===== src/rtl/exc_ctrl_pkg.sv =====
// Shared constants for the exception/ERET sequencer: state encodings and the
// handler entry PC, which must match the vector used by the CPU top.
package exc_ctrl_pkg;

   typedef enum logic [1:0] {
      ST_IDLE   = 2'd0,
      ST_DRAIN  = 2'd1,
      ST_VECTOR = 2'd2,
      ST_ERET   = 2'd3
   } exc_state_e;

   localparam logic [31:0] HANDLER_ADDR_DEF = 32'h0000_4180;
   localparam int          CNT_W_DEF        = 16;

endpackage


===== src/rtl/exc_ctrl_if.sv =====
// CP0/pipeline-facing bundle of the exception sequencer. The master side is the
// core (CP0, M-stage, bus bridge); the slave side is exc_ctrl.
interface exc_ctrl_if #(
   parameter int CNT_W = 16
) ();
   logic             req;
   logic             eret_m;
   logic [31:0]      epc;
   logic             bus_busy;
   logic             flush;
   logic             stall_all;
   logic             pc_redirect;
   logic [31:0]      pc_target;
   logic             exl_clr;
   logic [CNT_W-1:0] exc_count;

   modport master (
      output req, eret_m, epc, bus_busy,
      input  flush, stall_all, pc_redirect, pc_target, exl_clr, exc_count
   );

   modport slave (
      input  req, eret_m, epc, bus_busy,
      output flush, stall_all, pc_redirect, pc_target, exl_clr, exc_count
   );
endinterface


===== src/rtl/exc_ctrl.sv =====
// Pipeline exception/ERET sequencer: kills the M instruction, drains the external
// bus, then redirects the PC to the handler or to the saved EPC.
//
// state  | meaning
// IDLE   | normal execution; watches req (priority) and eret_m
// DRAIN  | exception taken, pipeline frozen until the bus goes idle
// VECTOR | one-cycle redirect to the handler entry
// ERET   | one-cycle redirect to the EPC captured at eret
module exc_ctrl
   import exc_ctrl_pkg::*;
#(
   parameter logic [31:0] HANDLER_ADDR = HANDLER_ADDR_DEF,
   parameter int          CNT_W        = CNT_W_DEF
) (
   input logic        clk,
   input logic        reset,
   exc_ctrl_if.slave  bus
);

   exc_state_e       state_q, state_d;
   logic [31:0]      epc_q, epc_d;
   logic [CNT_W-1:0] cnt_q, cnt_d;
   logic             rst_dly_q;

   logic             flush_c, stall_c, redir_c, exl_clr_c;
   logic [31:0]      target_c;
   logic             quiet;

   always_ff @(posedge clk) begin
      if (reset) begin
         state_q   <= ST_IDLE;
         epc_q     <= '0;
         cnt_q     <= '0;
         rst_dly_q <= 1'b1;
      end else begin
         state_q   <= state_d;
         epc_q     <= epc_d;
         cnt_q     <= cnt_d;
         rst_dly_q <= 1'b0;
      end
   end

   // Outputs stay low during reset and the first cycle after it; requests seen
   // in that window are not acted on so state and outputs never disagree.
   assign quiet = reset | rst_dly_q;

   always_comb begin
      state_d   = state_q;
      epc_d     = epc_q;
      cnt_d     = cnt_q;
      flush_c   = 1'b0;
      stall_c   = 1'b0;
      redir_c   = 1'b0;
      exl_clr_c = 1'b0;
      target_c  = '0;

      unique case (state_q)
         ST_IDLE: begin
            if (!quiet) begin
               if (bus.req) begin
                  flush_c = 1'b1;
                  state_d = bus.bus_busy ? ST_DRAIN : ST_VECTOR;
                  if (cnt_q != '1) cnt_d = cnt_q + CNT_W'(1);
               end else if (bus.eret_m) begin
                  flush_c   = 1'b1;
                  exl_clr_c = 1'b1;
                  epc_d     = bus.epc;
                  state_d   = ST_ERET;
               end
            end
         end
         ST_DRAIN: begin
            flush_c = 1'b1;
            stall_c = 1'b1;
            if (!bus.bus_busy) state_d = ST_VECTOR;
         end
         ST_VECTOR: begin
            flush_c  = 1'b1;
            redir_c  = 1'b1;
            target_c = HANDLER_ADDR;
            state_d  = ST_IDLE;
         end
         ST_ERET: begin
            flush_c  = 1'b1;
            redir_c  = 1'b1;
            target_c = epc_q;
            state_d  = ST_IDLE;
         end
         default: state_d = ST_IDLE;
      endcase

      if (reset) begin
         flush_c   = 1'b0;
         stall_c   = 1'b0;
         redir_c   = 1'b0;
         exl_clr_c = 1'b0;
         target_c  = '0;
      end
   end

   assign bus.flush       = flush_c;
   assign bus.stall_all   = stall_c;
   assign bus.pc_redirect = redir_c;
   assign bus.pc_target   = target_c;
   assign bus.exl_clr     = exl_clr_c;
   assign bus.exc_count   = cnt_q;

endmodule


===== src/flat_wrapper.sv =====
// flat-port wrapper written by rule: the top's interface ports become plain ports
module exc_ctrl_flat import exc_ctrl_pkg::*;
#(
   parameter logic [31:0] HANDLER_ADDR = HANDLER_ADDR_DEF,
   parameter int          CNT_W        = CNT_W_DEF
)
  (clk, reset, bus_req, bus_eret_m, bus_epc, bus_bus_busy, bus_flush, bus_stall_all, bus_pc_redirect, bus_pc_target, bus_exl_clr, bus_exc_count);
  exc_ctrl_if #(.CNT_W(CNT_W)) bus_i ();
  input logic clk;
  input logic reset;
  input wire logic [$bits(bus_i.req)-1:0] bus_req;
  input wire logic [$bits(bus_i.eret_m)-1:0] bus_eret_m;
  input wire logic [$bits(bus_i.epc)-1:0] bus_epc;
  input wire logic [$bits(bus_i.bus_busy)-1:0] bus_bus_busy;
  output wire logic [$bits(bus_i.flush)-1:0] bus_flush;
  output wire logic [$bits(bus_i.stall_all)-1:0] bus_stall_all;
  output wire logic [$bits(bus_i.pc_redirect)-1:0] bus_pc_redirect;
  output wire logic [$bits(bus_i.pc_target)-1:0] bus_pc_target;
  output wire logic [$bits(bus_i.exl_clr)-1:0] bus_exl_clr;
  output wire logic [$bits(bus_i.exc_count)-1:0] bus_exc_count;
  assign bus_i.req = bus_req;
  assign bus_i.eret_m = bus_eret_m;
  assign bus_i.epc = bus_epc;
  assign bus_i.bus_busy = bus_bus_busy;
  assign bus_flush = bus_i.flush;
  assign bus_stall_all = bus_i.stall_all;
  assign bus_pc_redirect = bus_i.pc_redirect;
  assign bus_pc_target = bus_i.pc_target;
  assign bus_exl_clr = bus_i.exl_clr;
  assign bus_exc_count = bus_i.exc_count;
  exc_ctrl #(.HANDLER_ADDR(HANDLER_ADDR), .CNT_W(CNT_W)) u_core (.clk(clk), .reset(reset), .bus(bus_i));
endmodule

===== config.mk =====
export PLATFORM = sky130hd
export DESIGN_NAME = exc_ctrl_flat
export DESIGN_NICKNAME = d
export VERILOG_FILES = /design/src/rtl/exc_ctrl_pkg.sv /design/src/rtl/exc_ctrl_if.sv /design/src/rtl/exc_ctrl.sv /design/src/flat_wrapper.sv
export SDC_FILE = /design/constraint.sdc
export NUM_CORES = 1
export LEC_CHECK = 0
export ABC_AREA = 1
export ABC_CLOCK_PERIOD_IN_PS = 1400
export BUFFER_PORTS_ARGS = -buffer_cell sky130_fd_sc_hd__clkbuf_2
export CAP_MARGIN = 20
export CORE_MARGIN = 1.5
export CORE_UTILIZATION = 44
export DETAILED_ROUTE_END_ITERATION = 10
export PLACE_DENSITY_LB_ADDON = 0.1
export REMOVE_ABC_BUFFERS = 1
export SYNTH_ARGS = -nofsm -noshare
export SYNTH_HDL_FRONTEND = slang
export SYNTH_SLANG_ARGS = --single-unit

===== constraint.sdc =====
create_clock -name clk -period 1.4 [get_ports clk]
set_input_delay 0.35 -clock clk [delete_from_list [all_inputs] [get_ports clk]]
set_output_delay 0.35 -clock clk [all_outputs]
set_load 0.05 [all_outputs]

==> results by group, run 1 <==
CTS
  – Cts bufs inserted: 5
  – CTS max path bufs: 2
  – Clk root buf: clkbuf_8
  – Clk slew on worst S/H paths: approximately 100 ps
  – Htree depth: 2
  – CTS Sinks: 51
  – TritonCTS clock tree: yes
  – Clk_lat worst skew: 320 ps

Setup path
  – Max Fanout on Critical Path: 7
  – Worst reg2reg path endpoint: u_core.bus.exc_count[13]
  – WS Path Type: reg -> out
  – Delay-heaviest family, CP: buffers and inverters
  – Req. time, crit path: 1050 ps
  – Slowest stage delay, CP: ~380 ps
  – Slowest-stage cell, CP: dfxtp_4
  – CP Cell Sequence: inv_4 > nor2_4 > nand2_4 > clkbuf_16 > nor2_4 > buf_8
  – CP arrival: 1480 ps
  – Setup slack, reg-to-reg: -300 ps
  – Worst R2R Path Depth: 9
  – Reg2reg start: u_core.bus.exc_count[9]
  – CP Capture Type: output port
  – Worst Path Buf+Inv: 3
  – Critical path's most frequent cell: nor2_4
  – Startpoint Class: flip-flop

Drt
  – Residual DRC: 0
  – DRT Wirelength: around 13000 µm
  – First-pass iteration count of the detailed router: 5
  – Vias per cell: about 6
  – Drt wl/cell: 22.87 µm
  – Detail Route Antenna Nets: 0
  – Vias after detailed routing: 3418
  – DRT iter0 DRCs: 321

Yosys
  – Synth warnings: 0
  – Post-Syn Instances: ~360
  – Register bit total from synthesis: between 50 and 60
  – Netlist cell types: 21
  – Sequential share of the synthesized area: about two fifths
  – Post-synthesis instance area: ~2400 µm²
  – Syn Area/Cell: around 6.7 µm²

Placement
  – Dpl hpwl: approximately 4000 µm
  – Pre-CTS WS: -239.4 ps
  – GP Congestion: slightly above 0.8
  – # port buffers: 88

Job
  – Max-cap viol count: 0

STA
  – Worst Max-Slew Pin Slew: roughly 430 ps
  – Tcrit/Tclk final: 130.9%
  – Final Worst Setup Slack: -432.0 ps
  – Fin. Hold Viols: 0
  – Maximum clock rate: roughly 550 MHz
  – Pins Over Slew Limit: 0
  – Final Setup Violations: 88
  – Normalized max-slew margin: a little over two thirds
  – Fin crit period: 1832 ps
  – Setup_tns: -21390 ps
  – RSZ-0062 raised after global routing: true
  – Fin Clk Skew: approximately 3.3 ps

Power
  – LEAKAGE: slightly above 0.002 µW
  – Combinational Power Share: around 33%
  – Pwr/cell area: 763.4 nW/µm²
  – Peak supply drop: 0.7595 mV
  – Share of power burned in registers: 40.9%
  – Pint: ~2500 µW
  – Reported net switching power: roughly 1300 µW
  – Clock Power Share: 26.3%
  – Switching Share: between 30% and 40%

GRT
  – Total track usage: roughly 30%
  – Largest net degree at the start of global routing: 25
  – First-pass GRT wire length: ~14000 µm
  – Number of antenna violations at the first check in global routing: 0
  – Overflow after GRT: 0
  – Vias in the first global route: about 2900

Die
  – Site Rows: 26
  – Die Span Y: slightly below 80 µm
  – Die area: between 6000 and 7000 µm²
  – Die span in x: 77.47 µm
  – IO Count: between 80 and 90
  – Starting density of the core: roughly 47%
  – Core area: roughly 5200 µm²

Worst hold path
  – Worst Hold Launch: bus_bus_busy
  – Hold EP: u_core.state_q[0]
  – Worst Hold Class: in -> reg
  – Cell depth of the worst min-delay path: 3

Layout
  – Most frequent cells in the layout: 56 x inv_1, 46 x nand2_1, 43 x dfxtp_1
  – Layout cell share with drive strength beyond 1: between 60% and 70%
  – Antenna cells: 0
  – Nets: approximately 540
  – Most common cell after layout, fill and taps aside: inv_1
  – Area Growth Syn to Fin: 103.2%

Run status
  – Failing checks: setup timing
  – Status: finished, violations left
[worst min-delay path: cells and delay by family]
family	cells	cell delay [ps]
AND/OR/NAND/NOR	2	110
buffers and inverters	1	100
[cells by family (layout without fill, tap and decap cells)]
group | Yosys count | after routing | share of synthesized area (%)
simple gates | 154 | 154 | 25.85
flops | 51 | 51 | 41.85
compound gates | 76 | 76 | 15.59
xor+xnor | 2 | 2 | 0.7181
buf+inv | 80 | 222 | 15.49
fa+ha+maj | 1 | 1 | 0.5127
[state kept, by name, summed over array words and instances (netlist names)]
signal	flops
u_core.bus.exc_count	16
u_core.epc_q	32
u_core.rst_dly_q	1
u_core.state_q	2
[worst max-delay path by stage]
| stage | start | end | slack, ps | cells past startpoint |
|---|---|---|---|---|
| after CTS | u_core.state_q[1] | bus_pc_target[9] | -370 | 6 |
| after global routing | u_core.state_q[1] | bus_pc_target[27] | -460 | 6 |
| after global placement | reset | bus_pc_target[11] | -230 | 6 |
| after detailed placement | reset | bus_pc_target[2] | -240 | 6 |
| after floorplan | u_core.state_q[1] | bus_pc_target[0] | -1590 | 4 |
| final | u_core.state_q[1] | bus_pc_target[27] | -430 | 6 |
[through the flow]
stage	instance area, µm²	total power (µW)	hold WS, ps	util (%)	cells
floorplan	2301	1869	377.7	-	347
global placement	3154	2115	436.7	60.22	539
detailed placement	3154	2121	442.3	60.22	539
CTS	4378	3512	242.6	83.59	572
global route	4959	3871	291.1	94.67	576
finish	4959	3785	274.0	94.67	576
[cells in the mapped netlist]
cell	count	area, µm²
o21ai_1	20	100.1
inv_2	1	3.750
clkbuf_8	1	13.76
xor2_1	1	8.760
nor2_2	3	18.77
nor3_1	5	25.02
o21ai_0	12	60.06
nand3b_1	1	7.510
inv_4	1	6.260
inv_1	61	229.0
xnor2_1	1	8.760
a21oi_1	44	220.2
clkbuf_1	4	15.01
dfxtp_1	51	1021
nand2_1	53	198.9
nor2_1	69	259.0
ha_1	1	12.51
nand3_1	22	110.1
nor2_4	1	11.26
buf_2	4	20.02
buf_6	8	90.09
[power groups by stage]
stage | Sequential, µW | Combinational (µW) | Clock [µW]
2_1_floorplan | 1590 | 279 | 0
3_3_place_gp | 1560 | 555 | 0
3_5_place_dp | 1560 | 561 | 0
4_1_cts | 1540 | 1010 | 966
5_1_grt | 1550 | 1270 | 1050
6_report | 1550 | 1240 | 996
[layout make-up]
cell class / instances / area [µm²]
Timing Repair Buffer: 151 / 1688
Inverter: 63 / 241.5
Multi-Input combinational cell: 233 / 1802
Clock inverter: 1 / 7.507
Tap cell: 70 / 87.58
Fill cell: 130 / 279.0
Sequential cell: 51 / 1036
Clock buffer: 7 / 96.34
[per-layer routing]
layer  vias up  wire, µm  global-route usage (%)
met5         -         0                       0
met2       315      6229                   54.12
met1      1600      4573                   34.36
met4         0       838                   9.636
li1       1414         -                       -
met3        89      1532                   6.941
[timing repair]
item                       4_1_cts  5_1_grt
setup buffers                   15        7
setup endpoints to repair       83       99
resized for setup              208      162
gates cloned                    10        2
hold buffers                     0        0
pin swaps                        6       27
(Power assumes the default switching activity.)
==> inputs of run 2 (changes only) <==
--- a/config.mk
+++ b/config.mk
@@ -6,11 +6,11 @@
 export NUM_CORES = 1
 export LEC_CHECK = 0
 export ABC_AREA = 1
-export ABC_CLOCK_PERIOD_IN_PS = 1400
+export ABC_CLOCK_PERIOD_IN_PS = 2100
 export BUFFER_PORTS_ARGS = -buffer_cell sky130_fd_sc_hd__clkbuf_2
 export CAP_MARGIN = 20
 export CORE_MARGIN = 1.5
-export CORE_UTILIZATION = 44
+export CORE_UTILIZATION = 40
 export DETAILED_ROUTE_END_ITERATION = 10
 export PLACE_DENSITY_LB_ADDON = 0.1
 export REMOVE_ABC_BUFFERS = 1
==> constraint.sdc (replaced) <==
create_clock -name clk -period 2.1 [get_ports clk]
set_input_delay 0.525 -clock clk [delete_from_list [all_inputs] [get_ports clk]]
set_output_delay 0.525 -clock clk [all_outputs]
set_load 0.05 [all_outputs]
==> run 2 against run 1 <==
Cell count fell by 7.8%. The run now ends clean. Highest routed layer unchanged. Core utilization fell by 41 points. First-iteration DRC count fell by 91%.
==> results by group, run 2 (synthesis results as in run 1) <==
Layout
  – Area Growth Syn to Fin: 29.28%
  – Largest reg by FF count: u_core.epc_q
  – Nets: between 400 and 500
  – Antenna cells: 0
  – Layout cell share with drive strength beyond 1: 26.54%
  – Most common cell after layout, fill and taps aside: nor2_1
  – Design area: around 3200 µm²
  – Fillers: around 630
  – Most frequent cells in the layout: 67 x nor2_1, 61 x inv_1, 57 x clkbuf_2
  – Max reg flops: 32
  – Final non-filler cell total: ~530

CTS
  – Cts bufs inserted: 5
  – Clk_lat worst skew: roughly 300 ps
  – TritonCTS clock tree: yes
  – Post-CTS setup buffer count: 0
  – Cts hold-fix bufs: 0
  – Clk slew on worst S/H paths: roughly 100 ps
  – Clk root buf: clkbuf_8
  – CTS max path bufs: 2
  – CTS Sinks: 51
  – Htree depth: 2

Die
  – Starting density of the core: around 41%
  – Die span in x: between 80 and 90 µm
  – Core area: 5921 µm²
  – Die area: between 6000 and 7000 µm²
  – Site Rows: 28
  – IO Count: 89
  – Die Span Y: about 81 µm

Setup path
  – WS Path Type: in -> out
  – Startpoint Class: input port
  – Max Fanout on Critical Path: 3
  – CP Capture Type: output port
  – Req. time, crit path: roughly 1600 ps
  – CP arrival: around 1500 ps

STA
  – Fin. Hold Viols: 0
  – Normalized max-slew margin: a little over half
  – Final Setup Violations: 0
  – Final Worst Setup Slack: 109.0 ps
  – Fin Clk Skew: 7.447 ps
  – WHS: around 430 ps
  – Tcrit/Tclk final: a little over nine tenths
  – Maximum clock rate: about 500 MHz
  – Pins Over Slew Limit: 0
  – Fin crit period: approximately 2000 ps
  – Worst Max-Slew Pin Slew: roughly 700 ps

GRT
  – Number of antenna violations at the first check in global routing: 0
  – First-pass GRT wire length: between 9000 and 10000 µm
  – Vias in the first global route: roughly 2200
  – Total track usage: around 18%
  – Largest net degree at the start of global routing: 65
  – Overflow after GRT: 0

Drt
  – Detail Route Antenna Nets: 0
  – Vias per cell: about 4.6
  – DRT Wirelength: roughly 5500 µm
  – First-pass iteration count of the detailed router: 4
  – DRT iter0 DRCs: 28
  – Vias after detailed routing: 2439
  – Drt wl/cell: around 10 µm
  – Residual DRC: 0

Power
  – LEAKAGE: 0.001406 µW
  – Peak supply drop: 0.3949 mV
  – Pwr/cell area: about 600 nW/µm²

Job
  – Max-cap viol count: 0

Placement
  – Placed insts: between 500 and 600
  – Pre-CTS WS: approximately 25 ps
  – Dpl hpwl: a little under 4000 µm
  – DP Area: between 2000 and 3000 µm²
  – # port buffers: 88
  – GP Congestion: 0.7837

Worst hold path
  – Worst Hold Class: in -> reg

Run status
  – Status: finished clean
run 2: changes by cell type in the layout (fill, tap and decap cells not counted), moves of 12 or more:
cell	before	now
buf_8	33	0
nor2_1	28	67
o21ai_1	0	20
buf_6	14	2
a21oi_1	13	44
nand3_1	8	22
o21ai_2	26	0
nor2_4	35	1
clkbuf_2	37	57
a21oi_2	26	0
o21ai_0	0	12
run 2: final timing paths:
path              depth (start not counted)  slack, ps                    start                        to
setup / recovery                          7        110                    reset                 bus_flush
hold / removal                            3        430             bus_bus_busy         u_core.state_q[0]
setup reg to reg                         10        280  u_core.bus.exc_count[1]  u_core.bus.exc_count[11]
hold reg to reg                           2        460          u_core.epc_q[7]           u_core.epc_q[7]
run 2: through the flow:
stage | utilization [%] | setup TNS [ps] | total power, µW
6_report | 53.28 | 0 | 1914
3_5_place_dp | 50.11 | 0 | 1372
5_1_grt | 53.28 | -7.865 | 2036
2_1_floorplan | - | -37390 | 1246
3_3_place_gp | 49.92 | 0 | 1356
4_1_cts | 52.32 | 0 | 1938
run 2: what timing repair did:
| action | CTS | global route |
|---|---|---|
| gates resized for setup | 16 | 54 |
| cloned | 0 | 0 |
| endpoints found under the setup margin | 28 | 31 |
run 2: critical path, cell delays in order:
cell	delay, ps
clkbuf_2	110
nor2_2	130
inv_1	50
nor2_1	170
nor3_2	70
nor2_1	200
buf_6	200
run 2: power by group:
part	switching (µW)	total (µW)	internal (µW)
clock	325	558	232
sequential	20.7	1020	1000
combinational	216	333	117
run 2: per-layer routing:
layer  track usage (%)  vias up  routed length, µm
li1                  -     1307                  -
met3             4.719        4                263
met4             3.621        0                 35
met5                 0        -                  0
met2             32.08       55               2649
met1             21.98     1073               2574
run 2: final cells by class:
class	instances	area (µm²)	share of cell area [%]
flip-flops and latches	51	1022	32.41
repair buffers	101	654.4	20.75
multi-input cells	233	1056	33.48
inverters	63	239.0	7.576
well taps	75	93.84	2.975
clock inverters	3	20.02	0.6347
clock buffers	5	68.82	2.182
==> inputs of run 3 (changes only) <==
--- a/config.mk
+++ b/config.mk
@@ -5,7 +5,6 @@
 export SDC_FILE = /design/constraint.sdc
 export NUM_CORES = 1
 export LEC_CHECK = 0
-export ABC_AREA = 1
 export ABC_CLOCK_PERIOD_IN_PS = 2100
 export BUFFER_PORTS_ARGS = -buffer_cell sky130_fd_sc_hd__clkbuf_2
 export CAP_MARGIN = 20
==> run 3 against run 2 <==
Fmax decreased by 3.2%. Via count fell by 8.2%. Synthesized cell count is 21% lower. Critical path type unchanged. Largest cell class unchanged. Largest power group unchanged.
==> results by group, run 3 <==
Yosys
  – Netlist cell types: 33
  – Top cells by area in the synthesized netlist: dfxtp_1 45%, nand2_1 12%, a21oi_1 8.8%, and3_1 8.5%, xnor2_1 4.2%
  – Post-Syn Instances: about 290
  – Post-synthesis async set-or-reset flop share: 0%
  – Leading area contributor after synthesis: dfxtp_1
  – Register bit total from synthesis: around 50
  – Synth warnings: 0
  – Ys flop type: dfxtp_1
  – Number of flops mapped to enable cells by yosys: 0
  – Syn Area/Cell: 7.888 µm²
  – Cell with the most instances after synthesis: nand2_1
  – Post-synth top cells: 72 x nand2_1, 51 x dfxtp_1, 40 x a21oi_1, 31 x and3_1, 18 x nor2_1
  – Post-synthesis instance area: around 2300 µm²
  – Sequential share of the synthesized area: between 40% and 50%
  – Top cell type's share of synthesized area: between 40% and 50%

Setup path
  – CP Capture Type: output port
  – Req. time, crit path: 1570 ps
  – Setup slack, reg-to-reg: between 300 and 400 ps
  – WS Path Type: in -> out
  – Max Fanout on Critical Path: 30
  – CP arrival: 1530 ps
  – Startpoint Class: input port

Worst hold path
  – Worst Hold Class: in -> reg

STA
  – Fin Clk Skew: 4.576 ps
  – Setup_tns: 0 ps
  – Worst Max-Slew Pin Slew: 452.2 ps
  – Fin crit period: between 2000 and 2500 ps
  – Tcrit/Tclk final: 97.95%
  – Fin. Hold Viols: 0
  – Normalized max-slew margin: between 60% and 70%
  – Final Setup Violations: 0
  – Maximum clock rate: between 400 and 500 MHz
  – Pins Over Slew Limit: 0
  – RSZ-0062 raised after global routing: false

Drt
  – Vias after detailed routing: roughly 2200
  – DRT Wirelength: approximately 5500 µm
  – First-pass iteration count of the detailed router: 4
  – Vias per cell: around 5.0
  – Detail Route Antenna Nets: 0
  – Drt wl/cell: between 10 and 15 µm
  – DRT iter0 DRCs: 76
  – Residual DRC: 0

GRT
  – First-pass GRT wire length: a little over 9000 µm
  – Overflow after GRT: 0
  – GRT busiest layer: met2
  – Total track usage: around 18%
  – Number of antenna violations at the first check in global routing: 0
  – Met3 Use GR: about 3.8%
  – Largest net degree at the start of global routing: 45
  – Met1 global-route usage: roughly 22%
  – Grt met2 use: between 30% and 40%
  – Vias in the first global route: approximately 2000

Layout
  – Register area: about 1000 µm²
  – Multi-input logic area: 1164 µm²
  – Antenna cells: 0
  – Area Growth Syn to Fin: 32.38%
  – Max reg flops: 32
  – Largest reg by FF count: u_core.epc_q
  – Final non-filler cell total: 450
  – Most common cell after layout, fill and taps aside: nand2_1
  – Nets: 415
  – Fillers: about 550
  – Layout cell share with drive strength beyond 1: 30.16%
  – Design area: between 3000 and 4000 µm²
  – Most frequent cells in the layout: 72 x nand2_1, 64 x clkbuf_2, 50 x dfxtp_1

Power
  – Pwr/cell area: approximately 640 nW/µm²
  – Peak supply drop: between 0.2 and 0.3 mV
  – LEAKAGE: around 0.0014 µW

CTS
  – Clk slew on worst S/H paths: 90 ps
  – Post-CTS setup buffer count: 0
  – Clk root buf: clkbuf_8
  – Htree depth: 2
  – Cts bufs inserted: 5
  – TritonCTS clock tree: yes
  – CTS max path bufs: 2
  – Clk_lat worst skew: about 300 ps
  – Cts hold-fix bufs: 0
  – CTS Sinks: 51

Run status
  – Status: finished clean

Placement
  – GP Congestion: between 0.8 and 0.9
  – Placed insts: 442
  – Dpl hpwl: around 3900 µm
  – DP Area: around 2800 µm²
  – # port buffers: a little under 90

Die
  – Die Span Y: slightly below 80 µm
  – Site Rows: 27
  – Die area: 6161 µm²
  – Core area: roughly 5500 µm²
  – Die span in x: 78.50 µm
  – IO Count: just under 90
  – Starting density of the core: between 40% and 50%

Job
  – Max-cap viol count: 0
[run 3: changes by cell type in the layout (fill, tap and decap cells not counted), sizes merged, moves of 3 or more]
cell / change
nand4: +7
and4: +3
nand3: -18
nand2: +19
a21oi: -4
nor2: -55
inv: -57
o21ai: -29
xnor2: +10
nor4: +3
clkbuf: +14
and3: +31
buf: -15
[run 3: area by class of cell]
type                       count  area share [%]
multi-input combinational    214           38.56
tap                           72           2.985
sequential                    51           33.87
timing repair buffer          99           19.94
clock buffer                   6           2.736
clock inverter                 2           1.161
inverter                       6          0.7463
[run 3: worst paths after layout]
path                                        start                        to  depth (start not counted)
worst min-delay path                  bus_epc[30]          u_core.epc_q[30]                          3
worst max register to register  u_core.state_q[0]  u_core.bus.exc_count[15]                          6
worst min register to register    u_core.epc_q[1]           u_core.epc_q[1]                          2
worst max-delay path                        reset          bus_pc_target[9]                          6
[run 3: layer usage]
layer	wire length, µm	up-vias	share of wire, %
li1	-	1153	-
met1	2587	1020	47
met2	2621	60	47
met3	268	6	4.8
met4	60	0	1.1
met5	0	-	0
[run 3: power by group]
| group | total (µW) | switching (µW) | internal [µW] | leakage, µW |
|---|---|---|---|---|
| clock | 703 | 317 | 386 | 0.0000612 |
| sequential | 1000 | 17.8 | 987 | 0.000413 |
| combinational | 209 | 135 | 74.1 | 0.000909 |
| total | 1920 | 470 | 1450 | 0.00138 |
[run 3: cell families after synthesis]
logic type                 after synthesis  share of synthesized area [%]
and+or+nand+nor                        151                          33.81
DFF                                     51                          44.79
AOI/OAI and AO/OA                       48                          11.09
buffers and inverters                   24                          4.171
xor gates and xnor gates                11                          4.226
muxes                                    3                          1.372
adders and majority gates                1                         0.5488
[run 3: through the flow]
stage               power (µW)  hold slack [ps]  utilization, %  setup WS, ps
floorplan                 1126            425.8               -        -979.5
global placement          1235            437.5           51.72         18.07
detailed placement        1236            443.2           51.72         21.00
CTS                       1938            430.3           54.71        0.3556
global route              2000            433.1           54.81         3.056
finish                    1917            434.5           54.81         43.15
[run 3: critical path: stages]
cell and delay, ps:
clkbuf_2 130, nand2b_1 170, inv_1 90, buf_12 160, and3_1 170, clkbuf_2 270
[run 3: what timing repair did]
| item | 4_1_cts | 5_1_grt |
|---|---|---|
| gates resized for setup | 19 | 6 |
| endpoints found under the hold margin | 0 | 0 |
| endpoints found under the setup margin | 19 | 29 |
| cloned | 0 | 0 |
